**config.mk**
```make
export PLATFORM = sky130hd
export DESIGN_NAME = line_fill_arbiter
export DESIGN_NICKNAME = d
export VERILOG_FILES = /design/src/rtl/line_fill_arbiter.sv
export SDC_FILE = /design/constraint.sdc
export NUM_CORES = 1
export LEC_CHECK = 0
export CAP_MARGIN = 15
export CORE_MARGIN = 4
export CORE_UTILIZATION = 35
export CTS_CLUSTER_SIZE = 40
export DETAILED_ROUTE_END_ITERATION = 8
export DONT_BUFFER_PORTS = 1
export PLACE_DENSITY = 0.59
export SYNTH_ARGS = -nofsm -noshare
export SYNTH_HDL_FRONTEND = slang
export SYNTH_SLANG_ARGS = --single-unit
```
**constraint.sdc**
```tcl
create_clock -name clk -period 1.7 [get_ports clk]
set_input_delay 0.085 -clock clk [delete_from_list [all_inputs] [get_ports clk]]
set_output_delay 0.085 -clock clk [all_outputs]
set_load 0.005 [all_outputs]
```
**src/rtl/line_fill_arbiter.sv**
```systemverilog
// line_fill_arbiter
//
// Shares one word-wide memory read port between the I-cache and D-cache
// refill engines. A requester asks for a whole line by base address; the
// arbiter grants one side round-robin, issues LINE_WORDS consecutive word
// reads on the mem_req/mem_ready handshake and streams each returned word
// back to the winner tagged with its index within the line.
//
// Ports
//   clk, rst_n                  clock, asynchronous active-low reset
//   i_req/i_addr                I-cache line request and line address
//   i_gnt                       I side owns memory (grant through done)
//   i_rdata/i_rvalid/i_word     returned word, one-cycle valid, word index
//   i_done                      pulses with the last i_rvalid of a line
//   d_*                         identical set for the D-cache
//   mem_addr/mem_req            word-aligned read address and request
//   mem_rdata/mem_ready         read data and beat completion
module line_fill_arbiter #(
    parameter int unsigned LINE_WORDS = 4
) (
    input  logic                          clk,
    input  logic                          rst_n,

    input  logic                          i_req,
    input  logic [31:0]                   i_addr,
    output logic                          i_gnt,
    output logic [31:0]                   i_rdata,
    output logic                          i_rvalid,
    output logic [$clog2(LINE_WORDS)-1:0] i_word,
    output logic                          i_done,

    input  logic                          d_req,
    input  logic [31:0]                   d_addr,
    output logic                          d_gnt,
    output logic [31:0]                   d_rdata,
    output logic                          d_rvalid,
    output logic [$clog2(LINE_WORDS)-1:0] d_word,
    output logic                          d_done,

    output logic [31:0]                   mem_addr,
    output logic                          mem_req,
    input  logic [31:0]                   mem_rdata,
    input  logic                          mem_ready
);

    localparam int unsigned WordW   = $clog2(LINE_WORDS);
    localparam int unsigned AddrLsb = WordW + 2;

    typedef enum logic [1:0] {StIdle, StFill, StDone} state_e;

    // Side encoding for owner/last: 0 = I, 1 = D.
    state_e                state_q, state_d;
    logic                  owner_q, owner_d;
    logic                  last_q, last_d;
    logic [31:AddrLsb]     base_q, base_d;
    logic [WordW-1:0]      cnt_q, cnt_d;
    logic                  i_gnt_q, i_gnt_d;
    logic                  d_gnt_q, d_gnt_d;
    logic                  mem_req_q, mem_req_d;
    logic [31:0]           rdata_q, rdata_d;
    logic [WordW-1:0]      word_q, word_d;
    logic                  i_rvalid_q, i_rvalid_d;
    logic                  d_rvalid_q, d_rvalid_d;
    logic                  i_done_q, i_done_d;
    logic                  d_done_q, d_done_d;
    logic                  win;

    always_comb begin
        state_d    = state_q;
        owner_d    = owner_q;
        last_d     = last_q;
        base_d     = base_q;
        cnt_d      = cnt_q;
        i_gnt_d    = i_gnt_q;
        d_gnt_d    = d_gnt_q;
        mem_req_d  = mem_req_q;
        rdata_d    = rdata_q;
        word_d     = word_q;
        i_rvalid_d = 1'b0;
        d_rvalid_d = 1'b0;
        i_done_d   = 1'b0;
        d_done_d   = 1'b0;
        // On a tie the side that was not served last wins.
        win        = (i_req && d_req) ? ~last_q : d_req;

        unique case (state_q)
            StIdle: begin
                if (i_req || d_req) begin
                    owner_d   = win;
                    last_d    = win;
                    base_d    = win ? d_addr[31:AddrLsb] : i_addr[31:AddrLsb];
                    cnt_d     = '0;
                    i_gnt_d   = ~win;
                    d_gnt_d   = win;
                    mem_req_d = 1'b1;
                    state_d   = StFill;
                end
            end
            StFill: begin
                // mem_req_q is high for the whole fill, so mem_ready alone marks a beat.
                if (mem_ready) begin
                    rdata_d    = mem_rdata;
                    word_d     = cnt_q;
                    i_rvalid_d = ~owner_q;
                    d_rvalid_d = owner_q;
                    cnt_d      = cnt_q + WordW'(1);
                    if (cnt_q == WordW'(LINE_WORDS - 1)) begin
                        cnt_d     = '0;
                        i_done_d  = ~owner_q;
                        d_done_d  = owner_q;
                        mem_req_d = 1'b0;
                        state_d   = StDone;
                    end
                end
            end
            StDone: begin
                // Grant drops here; requests are not looked at until IDLE.
                i_gnt_d = 1'b0;
                d_gnt_d = 1'b0;
                state_d = StIdle;
            end
            default: begin
                i_gnt_d   = 1'b0;
                d_gnt_d   = 1'b0;
                mem_req_d = 1'b0;
                state_d   = StIdle;
            end
        endcase
    end

    always_ff @(posedge clk or negedge rst_n) begin
        if (!rst_n) begin
            state_q    <= StIdle;
            owner_q    <= 1'b0;
            last_q     <= 1'b1;
            base_q     <= '0;
            cnt_q      <= '0;
            i_gnt_q    <= 1'b0;
            d_gnt_q    <= 1'b0;
            mem_req_q  <= 1'b0;
            rdata_q    <= '0;
            word_q     <= '0;
            i_rvalid_q <= 1'b0;
            d_rvalid_q <= 1'b0;
            i_done_q   <= 1'b0;
            d_done_q   <= 1'b0;
        end else begin
            state_q    <= state_d;
            owner_q    <= owner_d;
            last_q     <= last_d;
            base_q     <= base_d;
            cnt_q      <= cnt_d;
            i_gnt_q    <= i_gnt_d;
            d_gnt_q    <= d_gnt_d;
            mem_req_q  <= mem_req_d;
            rdata_q    <= rdata_d;
            word_q     <= word_d;
            i_rvalid_q <= i_rvalid_d;
            d_rvalid_q <= d_rvalid_d;
            i_done_q   <= i_done_d;
            d_done_q   <= d_done_d;
        end
    end

    // Data and index are shared; each side only sees them while its valid is up.
    assign i_gnt    = i_gnt_q;
    assign d_gnt    = d_gnt_q;
    assign i_rvalid = i_rvalid_q;
    assign d_rvalid = d_rvalid_q;
    assign i_done   = i_done_q;
    assign d_done   = d_done_q;
    assign i_rdata  = i_rvalid_q ? rdata_q : '0;
    assign d_rdata  = d_rvalid_q ? rdata_q : '0;
    assign i_word   = i_rvalid_q ? word_q : '0;
    assign d_word   = d_rvalid_q ? word_q : '0;
    assign mem_req  = mem_req_q;
    assign mem_addr = mem_req_q ? {base_q, cnt_q, 2'b00} : '0;

endmodule

```
Word-level counts from Yosys, hierarchy flattened
Index checks and enable logic that the tools add are counted.

Flip-flop bits (word level): 75. Input bits: 101. Output and inout port bits: 107. Word-level logic and storage cells: 69.

Add/subtract/negate cells: 1. Equality and inequality tests: 6. Muxes and demuxes: 33. Bitwise operators: 5. Reduce and logical (&&, ||, !) cells: 10.

Operators by type and width (number): $mux 32 (3); $mux 28 (1); $mux 1 (16); $mux 2 (8); $pmux 2 s2 (2); $ne 2x2->1 const B (3); $reduce_and 2->1 (3); $reduce_and 3->1 (2); $not 1->1 (5); $eq 2x2->1 const B (2); $pmux 1 s2 (2); $reduce_and 4->1 (1); $pmux 1 s3 (1); $add 2x1->2 const B (1); $eq 2x1->1 const B (1); $logic_not 2->1 (1); $reduce_bool 2->1 (1); $logic_and 1x1->1 (1); $logic_or 1x1->1 (1).

Logic depth before layout (Yosys ltp)
Gate-level depths: netlist (run 1).

Depth after elaboration: 5. Mapped depth: 6. Mapped depth without buffers: 4.

Worst setup path before layout (run 1)
OpenSTA, ideal clock, no wires.

Kind: flip-flop to flip-flop. From: reg last_q. To: reg base_q[16] in the netlist's numbering. Library setup time: 0.080 ns. Data arrival time: 1.254 ns. Required time: 1.620 ns. Setup slack: 0.366 ns. Stages on the path, launching flop included: 6. Buffers on the path: 2. Clock period less this slack: 1.334 ns. Cells stage by stage: dfstp_2 > a21bo_2 > buf_2 > buf_2 > nand2_1 > a31oi_4.

Cells in the longest elaborated chain, start to end: 3.

Ends and longest elaborated chain: from (decl) (RTL line 54) `logic last_q, last_d;`; from (signal assigned) (RTL line 150) `last_q <= last_d;`; $not 1->1 (RTL line 84) `win = (i_req && d_req) ? ~last_q : d_req;`; $mux 1 (RTL line 84); $mux 28 (RTL line 91) `base_d = win ? d_addr[31:AddrLsb] : i_addr[31:AddrLsb];`; to (signal assigned) (RTL line 151) `base_q <= base_d;`; to (decl) (RTL line 55) `logic [31:AddrLsb] base_q, base_d;`.

Every way passes these cells. A chain may end at the register's enable or synchronous reset.

Final worst setup path (run 1)
From: reg state_q[0]. To: reg base_q[9] in the netlist's numbering.

Cells in the longest elaborated chain, start to end: 2.

Ends and longest elaborated chain: from (decl) (RTL line 52) `state_e state_q, state_d;`; from (signal assigned) (RTL line 133) `state_q <= StIdle;`; from (signal assigned) (RTL line 148) `state_q <= state_d;`; $logic_not 2->1 (RTL line 86) `unique case (state_q)`; $reduce_and 2->1 (no source line).

Every way passes these cells.

==> key figures, run 1 <==
Clocking
  • Htree depth: 3
  • TritonCTS buffer count: 9
  • Clk sinks: 75
  • CTS tree: yes
  • Register clock-pin slew on the reported worst setup and hold paths: 0.06 ns
  • Root buffer cell: clkbuf_16
  • Hold buffer count at cts: 90
  • Post-CTS setup buffers: 0
  • Worst-case clock buffer depth: 2
  • Later-pin clock latency in the skew report: 0.32 ns
  • # resized after CTS: 0

Worst setup path
  • Startpoint Class: flop
  • Maximum fanout along the worst path: 29
  • Req. time, crit path: 1.87 ns
  • Worst Path Arrival: 1.67 ns
  • Crit end category: flop
  • Critical path type: reg2reg
  • Critical R2R Launch: state_q[0]
  • FF-to-FF path depth: 3
  • Reg-to-reg endpoint: base_q[9]
  • R2R setup slack: 0.20 ns

GRT
  • Vias in the first global route: 3429
  • Largest net degree at the start of global routing: 76
  • Initial antenna violation count: 0
  • Global-route wire length before repair: 17420 um
  • Total track usage: 16.95%
  • Gr ovfl total: 0

Placement
  • Placed Area: 4093 sq um
  • Post-DP HPWL: 6896 um
  • Port bufs: 0
  • Placer Congestion: 0.7150

Synthesis
  • Post-Synthesis Cells: 456
  • Post-Syn Area per Cell: 8.679 sq um
  • Synth cell types: 33
  • Register area share after synthesis: 47.45%
  • Synth area leader: dfrtp_1
  • Synth async-reset ratio: 100.0%
  • Ys flop type: dfrtp_1
  • Synthesized area: 3958 sq um
  • Synth top area share: 46.79%
  • Synth area leaders: dfrtp_1, and2_1, nand2_1, a31oi_4, a21oi_1
  • Yosys reg bits: 75
  • Synth Warn #: 0
  • Post-synth EDFFs: 0

Floorplanning
  • Core area: 10940 sq um
  • Die width: 114.3 um
  • Die footprint: 13070 sq um
  • I/O pin cnt: 208
  • Die H: 114.3 um
  • Cell row count: 38
  • Starting density of the core: 36.19%

Min path
  • Hold Path Class: in2async

Timing
  • Skew final: 0.006265 ns
  • Worst slew pin tran: 0.5013 ns
  • Final Critical Period: 1.501 ns
  • Achievable frequency: 0.6662 GHz
  • Setup violators final: 0
  • Final period util: 88.30%
  • Setup_tns: 0 ns
  • Max-slew headroom: 66.58%
  • Hold_ws: -0.5446 ns
  • Slew Limit Fails: 0
  • RSZ-0062 raised after global routing: false
  • Final Hold Fails: 75

Drt
  • Routed Antenna Nets: 0
  • WL per Instance: 16.55 um
  • Vias: 3414
  • Final WL: 11210 um
  • DRC viols: 0
  • Vias per cell: 5.043
  • First-pass DRT Iterations: 5
  • Iteration-0 DRC Markers: 154

Power
  • Combinational share of power: 37.5%
  • Sequential cell fraction of total power: 39.8%
  • Sw frac: 36.49%
  • Net load switching power: 2.897 mW
  • Power Dens Cells: 1506 nW/um^2
  • P_leak: 2.369 nW
  • Internal Power: 5.042 mW
  • Max VDD drop: 0.5948 mV
  • Clock share of power: 22.7%

Final layout
  • Commonest non-fill, non-tap cell in the layout: nand2_1
  • Share of cells above drive strength 1: 6.890%
  • Area growth syn-to-layout: 33.16%
  • Fin nets: 635
  • Most frequent cells in the layout: nand2_1, and2_1, dlygate4sd3_1
  • Antenna cell count: 0
  • Finished Cell Area: 5270 sq um

Run status
  • Failing checks: negative hold slack
  • Status: complete, but fails checks

Run
  • Max-cap viol count: 0
stage by stage:
stage	setup slack [ns]	hold WS [ns]	total power, mW	utilization, %	instances
after floorplan	0.3658	-0.2106	5.272	-	457
after global placement	0.2481	-0.2084	5.891	37.43	572
after detailed placement	0.1917	-0.2082	6.001	37.43	572
after CTS	0.1998	-0.5621	8.015	48.19	677
after global routing	0.06209	-0.5635	8.533	48.19	677
final	0.1989	-0.5446	7.938	48.19	677
cell families (layout without fill, tap and decap cells):
family / count (synthesis) / count (layout) / share of synthesized area (%)
adder cells (fa/ha/maj): 1 / 1 / 0.3161
flip-flops: 75 / 75 / 47.46
buffers and inverters: 36 / 116 / 4.774
other: 1 / 2 / 0.09476
AO/OA/AOI/OAI: 71 / 71 / 14.35
AND/OR/NAND/NOR: 272 / 272 / 33.01
per-layer routing:
metal | routed length (um) | global-route usage [%]
met1 | 4493 | 19.20
met2 | 5486 | 30.02
met3 | 927 | 3.858
met4 | 299 | 8.155
met5 | 0 | 0
synthesized netlist by cell type (2+ instances only):
library cell	number
nand2_1	159
and2_1	101
dfrtp_1	74
a21oi_1	31
a31oi_1	19
buf_2	15
clkbuf_1	15
a31oi_4	10
buf_4	3
nor2b_1	3
a21o_1	2
a22o_1	2
o21ai_0	2
final cells by class:
type / instances / area (sq um)
Clock buffer: 12 / 236.5
Clock inverter: 3 / 40.04
Fill cell: 1000 / 5665
Inverter: 1 / 3.754
Multi-Input combinational cell: 346 / 1898
Sequential cell: 75 / 1878
Tap cell: 140 / 175.2
Timing Repair Buffer: 100 / 1039
critical path, stage by stage (launching register included):
cell	delay [ns]
dfrtp_1	0.47
nor2_2	0.21
and2_4	0.50
a31oi_1	0.16
power groups by stage:
stage / Combinational [mW] / Sequential, mW / Clock, mW
after floorplan: 2.31 / 2.96 / 0
after global placement: 2.76 / 3.13 / 0
after detailed placement: 2.83 / 3.17 / 0
after CTS: 2.99 / 3.16 / 1.87
after global routing: 3.33 / 3.28 / 1.92
final: 2.98 / 3.16 / 1.80
state kept, by name, indices dropped and copies added, names as in the netlist:
signal    cells
rdata_q      32
base_q       28
cnt_q         2
state_q       2
word_q        2
d_done        1
d_gnt         1
d_rvalid      1
i_done        1
i_gnt         1
i_rvalid      1
last_q        1
mem_req       1
owner_q       1
how the worst max path moves through the flow:
stage	start	end	cells past startpoint
final	state_q[0]	base_q[9]	3
after global placement	state_q[0]	base_q[10]	3
after floorplan	last_q	base_q[16]	5
after global routing	state_q[0]	base_q[5]	3
after CTS	state_q[0]	base_q[24]	3
after detailed placement	state_q[0]	base_q[24]	3
(Power assumes the default switching activity.)
==> run 2, diff against run 1 <==
Settings changed: ABC_AREA set to 1, CAP_MARGIN 15 to 25.
==> run 2 against run 1 <==
The run still ends with negative hold slack left. Sequential power barely moved. Synthesized cell count up 44%. Via count is 15% higher. First-iteration DRC count increased by 7.1%. Critical path type unchanged. Largest power group unchanged. Highest routed layer unchanged.
==> key figures, run 2 <==
Run status
  • Status: complete, but fails checks
  • Failing checks: negative hold slack

Clocking
  • Clk sinks: 75 (unchanged)
  • TritonCTS buffer count: 9 (unchanged)
  • Later-pin clock latency in the skew report: 0.32 ns (about the same)
  • Root buffer cell: clkbuf_16
  • # resized after CTS: 0 (unchanged)
  • Worst-case clock buffer depth: 2 (unchanged)
  • Register clock-pin slew on the reported worst setup and hold paths: 0.06 ns (about the same)
  • CTS tree: yes
  • Htree depth: 3 (unchanged)
  • Hold buffer count at cts: 74 (-18%)
  • Post-CTS setup buffers: 0 (unchanged)

Drt
  • DRC viols: 0 (unchanged)
  • First-pass DRT Iterations: 6 (+1)
  • Vias per cell: 4.540 (-10%)
  • Iteration-0 DRC Markers: 165 (+7.1%)
  • WL per Instance: 13.24 um (-20%)
  • Vias: 3918 (+15%)
  • Routed Antenna Nets: 0 (unchanged)
  • Final WL: 11430 um (+1.9%)

Worst setup path
  • Worst Path Arrival: 1.57 ns (-0.10 ns)
  • Startpoint Class: flop
  • Maximum fanout along the worst path: 23 (-21%)
  • Req. time, crit path: 1.91 ns (+0.04 ns)
  • Critical path type: reg2reg
  • Crit end category: flop
  • R2R setup slack: 0.34 ns (+0.14 ns)

Synthesis
  • Synth area leader: dfrtp_1
  • Yosys reg bits: 75 (unchanged)
  • Synth top area share: 43.80% (-3.0 points)
  • Synth cell types: 20 (-39%)
  • Register area share after synthesis: 44.42% (-3.0 points)
  • Most common cell in the netlist: nand2_1
  • Post-Synthesis Cells: 655 (+44%)
  • Synth area leaders: dfrtp_1, nand2_1, inv_1, nand3_1, buf_4
  • Commonest cells post-synth: nand2_1, inv_1, dfrtp_1, nand3_1
  • Ys flop type: dfrtp_1
  • Synth Warn #: 0 (unchanged)
  • Synth async-reset ratio: 100.0% (unchanged)
  • Post-synth EDFFs: 0 (unchanged)
  • Synthesized area: 4228 sq um (+6.8%)
  • Post-Syn Area per Cell: 6.455 sq um (-26%)

Placement
  • Port bufs: 0 (unchanged)
  • Placer Congestion: 0.7604 (+6.3%)
  • Post-DP HPWL: 7362 um (+6.8%)

Power
  • Total power: 7.874 mW (-0.81%)
  • Max VDD drop: 0.4742 mV (-20%)
  • P_leak: 3.566 nW (+50%)
  • Power Dens Cells: 1461 nW/um^2 (-3.0%)

Floorplanning
  • Cell row count: 39 (+2.6%)
  • Core area: 11610 sq um (+6.2%)
  • Die H: 117.9 um (+3.1%)
  • Die footprint: 13900 sq um (+6.3%)
  • Die width: 117.9 um (+3.1%)
  • I/O pin cnt: 208 (unchanged)
  • Starting density of the core: 36.40% (+0.21 points)

Timing
  • Skew final: 0.005901 ns (-0.0003641 ns)
  • Final Critical Period: 1.360 ns (-0.1409 ns)
  • Slew Limit Fails: 0 (unchanged)
  • Hold_ws: -0.5484 ns (-0.003875 ns)
  • Final Hold Fails: 75 (unchanged)
  • Setup_tns: 0 ns (unchanged)
  • Setup violators final: 0 (unchanged)
  • Final period util: 80.01% (-8.3 points)
  • Achievable frequency: 0.7352 GHz (+10%)
  • RSZ-0062 raised after global routing: false

Final layout
  • Most frequent cells in the layout: nand2_1, inv_1, dfrtp_1, dlygate4sd3_1, nand3_1
  • Top Registers: rdata_q: 32 flops, base_q: 28 flops
  • Share of cells above drive strength 1: 4.167% (-2.7 points)
  • Largest reg by FF count: rdata_q
  • Antenna cell count: 0 (unchanged)
  • FF+latch area: 1878 sq um (unchanged)
  • Area of the multi-input gates: 1543 sq um (-19%)
  • Area growth syn-to-layout: 27.46%
  • Fin nets: 817 (+29%)
  • Commonest non-fill, non-tap cell in the layout: nand2_1
  • Largest register FFs: 32 (unchanged)
  • Fill count: 1104 (+10%)

GRT
  • Vias in the first global route: 4029 (+17%)
  • Largest net degree at the start of global routing: 76 (unchanged)
  • Gr ovfl total: 0 (unchanged)
  • Global-route wire length before repair: 19490 um (+12%)
  • Total track usage: 16.80% (-0.15 points)
  • Initial antenna violation count: 0 (unchanged)

Min path
  • Hold Path Class: in2async

Run
  • Max-cap viol count: 0 (unchanged)
==> run 2: cell type report <==
type                    instances  share of cell area (%)
multi-input cells             383                   28.63
flip-flops and latches         75                   34.85
clock buffers                  15                   5.154
repair buffers                 84                   16.21
clock inverters                 1                  0.5572
well taps                     143                   3.320
inverters                     162                   11.28
==> run 2: worst max-delay path, stage by stage (launching register included) <==
cell	delay, ns
dfstp_2	0.53
nand2_1	0.06
nand2_1	0.25
buf_12	0.21
nand2_1	0.06
nand3_1	0.08
nand2_1	0.06
==> run 2: cells by family after synthesis <==
family          count (synthesis)  share of synthesized area (%)
other cells                     1                        0.08870
compound gates                  2                         0.2365
simple gates                  378                          35.78
flops                          75                          44.42
buf+inv                       198                          19.18
fa+ha+maj                       1                         0.2959
==> run 2: path summary, 6_finish.rpt <==
kind / startpoint / endpoint / depth (start not counted)
setup reg to reg: last_q / base_q[8] / 6
setup / recovery: last_q / base_q[8] / 6
min in group clk: d_addr[4] / base_q[4] / 4
max in group asynchronous: rst_n / last_q / 0
hold reg to reg: owner_q / i_rvalid / 1
hold / removal: rst_n / cnt_q[0] / 0
==> run 2: stage by stage <==
| step | cell area [sq um] | hold WS (ns) | utilization (%) | cells | setup slack (ns) |
|---|---|---|---|---|---|
| global route | 5389 | -0.5691 | 46.40 | 863 | 0.2187 |
| global placement | 4313 | -0.2086 | 37.14 | 772 | 0.3600 |
| CTS | 5361 | -0.5650 | 46.16 | 862 | 0.1714 |
| floorplan | 4232 | -0.2106 | - | 656 | 0.5201 |
| detailed placement | 4313 | -0.2078 | 37.14 | 772 | 0.3289 |
| finish | 5389 | -0.5484 | 46.40 | 863 | 0.3398 |
==> run 2: power by group <==
group	internal, mW	total [mW]	switching (mW)
clock network	1.26	1.94	0.681
registers	2.59	3.16	0.564
logic	0.959	2.78	1.82
total	4.81	7.87	3.06
==> run 2: routing by layer <==
| layer | track usage [%] | wire, um |
|---|---|---|
| met5 | 0 | 0 |
| met4 | 6.227 | 176 |
| met3 | 4.421 | 743 |
| met2 | 29.72 | 5560 |
| met1 | 19.45 | 4945 |
==> run 3, diff against run 2 <==
Settings changed: ABC_AREA 1 to 0.
Clock period 1.7 ns to 1.3 ns, I/O delays scaled along.
==> run 3 against run 2 <==
The run still ends with negative hold slack left. Combinational power increased by 52%. Via count decreased by 12%. Sequential power rose by 29%. Critical endpoint is now base_q[19].
==> key figures, run 3 (synthesis results as in run 1) <==
Run status
  • Status: complete, but fails checks
  • Failing checks: negative hold slack

Worst setup path
  • Slowest stage delay, CP: 0.57 ns (+0.04 ns)
  • Slowest cell on the critical path: dfstp_2
  • Critical path type: reg2reg
  • Startpoint Class: flop
  • Top delay family on crit path: flip-flops
  • Worst Path Arrival: 1.50 ns (-0.07 ns)
  • Req. time, crit path: 1.55 ns (-0.36 ns)
  • Maximum fanout along the worst path: 13 (-43%)
  • Crit end category: flop
  • Worst path bufs/invs: 1 (unchanged)
  • Chain of cells forming the critical path: a21bo_4 -> clkbuf_16 -> nand2_1 -> a31oi_4

Clocking
  • Hold buffer count at cts: 91 (+23%)
  • Root buffer cell: clkbuf_16
  • Register clock-pin slew on the reported worst setup and hold paths: 0.06 ns (about the same)
  • CTS tree: yes
  • TritonCTS buffer count: 9 (unchanged)
  • Worst-case clock buffer depth: 2 (unchanged)
  • Later-pin clock latency in the skew report: 0.32 ns (about the same)
  • Post-CTS setup buffers: 0 (unchanged)
  • Clk sinks: 75 (unchanged)
  • Htree depth: 3 (unchanged)

Placement
  • Placed Instances: 584 (-24%)
  • Placer Congestion: 0.7606 (about the same)
  • Post-DP HPWL: 7202 um (-2.2%)
  • Port bufs: 0 (unchanged)

Final layout
  • Share of cells above drive strength 1: 9.437% (+5.3 points)
  • Area growth syn-to-layout: 37.21%
  • Largest reg by FF count: rdata_q
  • Fill count: 986 (-11%)
  • Largest register FFs: 32 (unchanged)
  • Most frequent cells in the layout: nand2_1, and2_1, dlygate4sd3_1
  • Commonest non-fill, non-tap cell in the layout: nand2_1
  • Antenna cell count: 0 (unchanged)
  • Non-Filler Instances: 691 (-20%)
  • Top Registers: rdata_q: 32 flops, base_q: 28 flops
  • Fin nets: 649 (-21%)
  • Core Util, Final: 49.66% (+3.3 points)

Timing
  • Slew Limit Fails: 0 (unchanged)
  • Setup_tns: 0 ns (unchanged)
  • Final Hold Fails: 75 (unchanged)
  • Achievable frequency: 0.8004 GHz (+8.9%)
  • Final Critical Period: 1.249 ns (-0.1109 ns)
  • Skew final: 0.004721 ns (-0.001180 ns)
  • RSZ-0062 raised after global routing: false
  • Setup violators final: 0 (unchanged)
  • Final period util: 96.10% (+16 points)
  • Hold_ws: -0.5652 ns (-0.01673 ns)

Floorplanning
  • Starting density of the core: 36.19% (-0.21 points)
  • Die H: 114.3 um (-3.0%)
  • Die footprint: 13070 sq um (-6.0%)
  • I/O pin cnt: 208 (unchanged)
  • Core area: 10940 sq um (-5.8%)
  • Cell row count: 38 (-2.6%)
  • Die width: 114.3 um (-3.0%)

GRT
  • Largest net degree at the start of global routing: 76 (unchanged)
  • Total track usage: 16.79% (about the same)
  • Global-route wire length before repair: 17430 um (-11%)
  • Gr ovfl total: 0 (unchanged)
  • Vias in the first global route: 3499 (-13%)
  • Initial antenna violation count: 0 (unchanged)

Drt
  • Vias per cell: 4.978 (+9.7%)
  • Iteration-0 DRC Markers: 191 (+16%)
  • WL per Instance: 16.25 um (+23%)
  • First-pass DRT Iterations: 5 (-1)
  • Vias: 3440 (-12%)
  • DRC viols: 0 (unchanged)
  • Final WL: 11230 um (-1.7%)
  • Routed Antenna Nets: 0 (unchanged)

Power
  • Power Dens Cells: 1934 nW/um^2 (+32%)
  • P_leak: 2.456 nW (-31%)
  • Sw frac: 36.34% (-2.5 points)
  • Net load switching power: 3.817 mW (+25%)
  • Max VDD drop: 0.9395 mV (+98%)
  • Sequential cell fraction of total power: 38.9% (-1.2 points)
  • Clock share of power: 20.9% (-3.7 points)
  • Internal Power: 6.687 mW (+39%)
  • Total power: 10.50 mW (+33%)
  • Combinational share of power: 40.2% (+5.0 points)

Run
  • Max-cap viol count: 0 (unchanged)

Min path
  • Hold Path Class: in2async
[run 3: power by group through the flow]
stage	Combinational, mW	Clock, mW	Sequential, mW
floorplan	3.04	0	3.87
global placement	3.93	0	4.05
detailed placement	4.00	0	4.10
CTS	4.23	2.29	4.08
global route	4.74	2.38	4.23
finish	4.22	2.20	4.08
[run 3: path summary, 6_finish.rpt]
check	start	cells after the start	to	slack [ns]
max	last_q	4	base_q[19]	0.05
min	rst_n	0	rdata_q[9]	-0.57
max reg2reg	last_q	4	base_q[19]	0.05
min reg2reg	rdata_q[16]	2	rdata_q[16]	0.48
max in group asynchronous	rst_n	0	last_q	1.67
min in group clk	i_req	2	owner_q	0.05
[run 3: layer usage]
metal | vias to the layer above | wire [um] | track usage (%)
li1 | 1638 | - | -
met1 | 1590 | 4463 | 20.08
met2 | 192 | 5547 | 29.12
met3 | 20 | 991 | 3.541
met4 | 0 | 223 | 7.284
met5 | - | 0 | 0
[run 3: layout make-up]
cell class / count / area, sq um / share of cell area, %
multi-input combinational: 346 / 1911 / 35.18
inverter: 1 / 3.754 / 0.06912
sequential: 75 / 1878 / 34.59
clock buffer: 12 / 246.5 / 4.539
tap: 140 / 175.2 / 3.226
clock inverter: 3 / 15.01 / 0.2765
timing repair buffer: 114 / 1201 / 22.12
[run 3: timing repair]
| action | in CTS | in global routing |
|---|---|---|
| setup endpoints to repair | 0 | 20 |
| endpoints found under the hold margin | 138 | 75 |
| gates resized for setup | 0 | 2 |
[run 3: stage by stage]
stage          cell area, sq um  setup slack [ns]
2_1_floorplan              3969          0.006206
3_3_place_gp               4225           0.06861
3_5_place_dp               4225           0.03160
4_1_cts                    5398           0.02002
5_1_grt                    5430          0.001465
6_report                   5430           0.05069
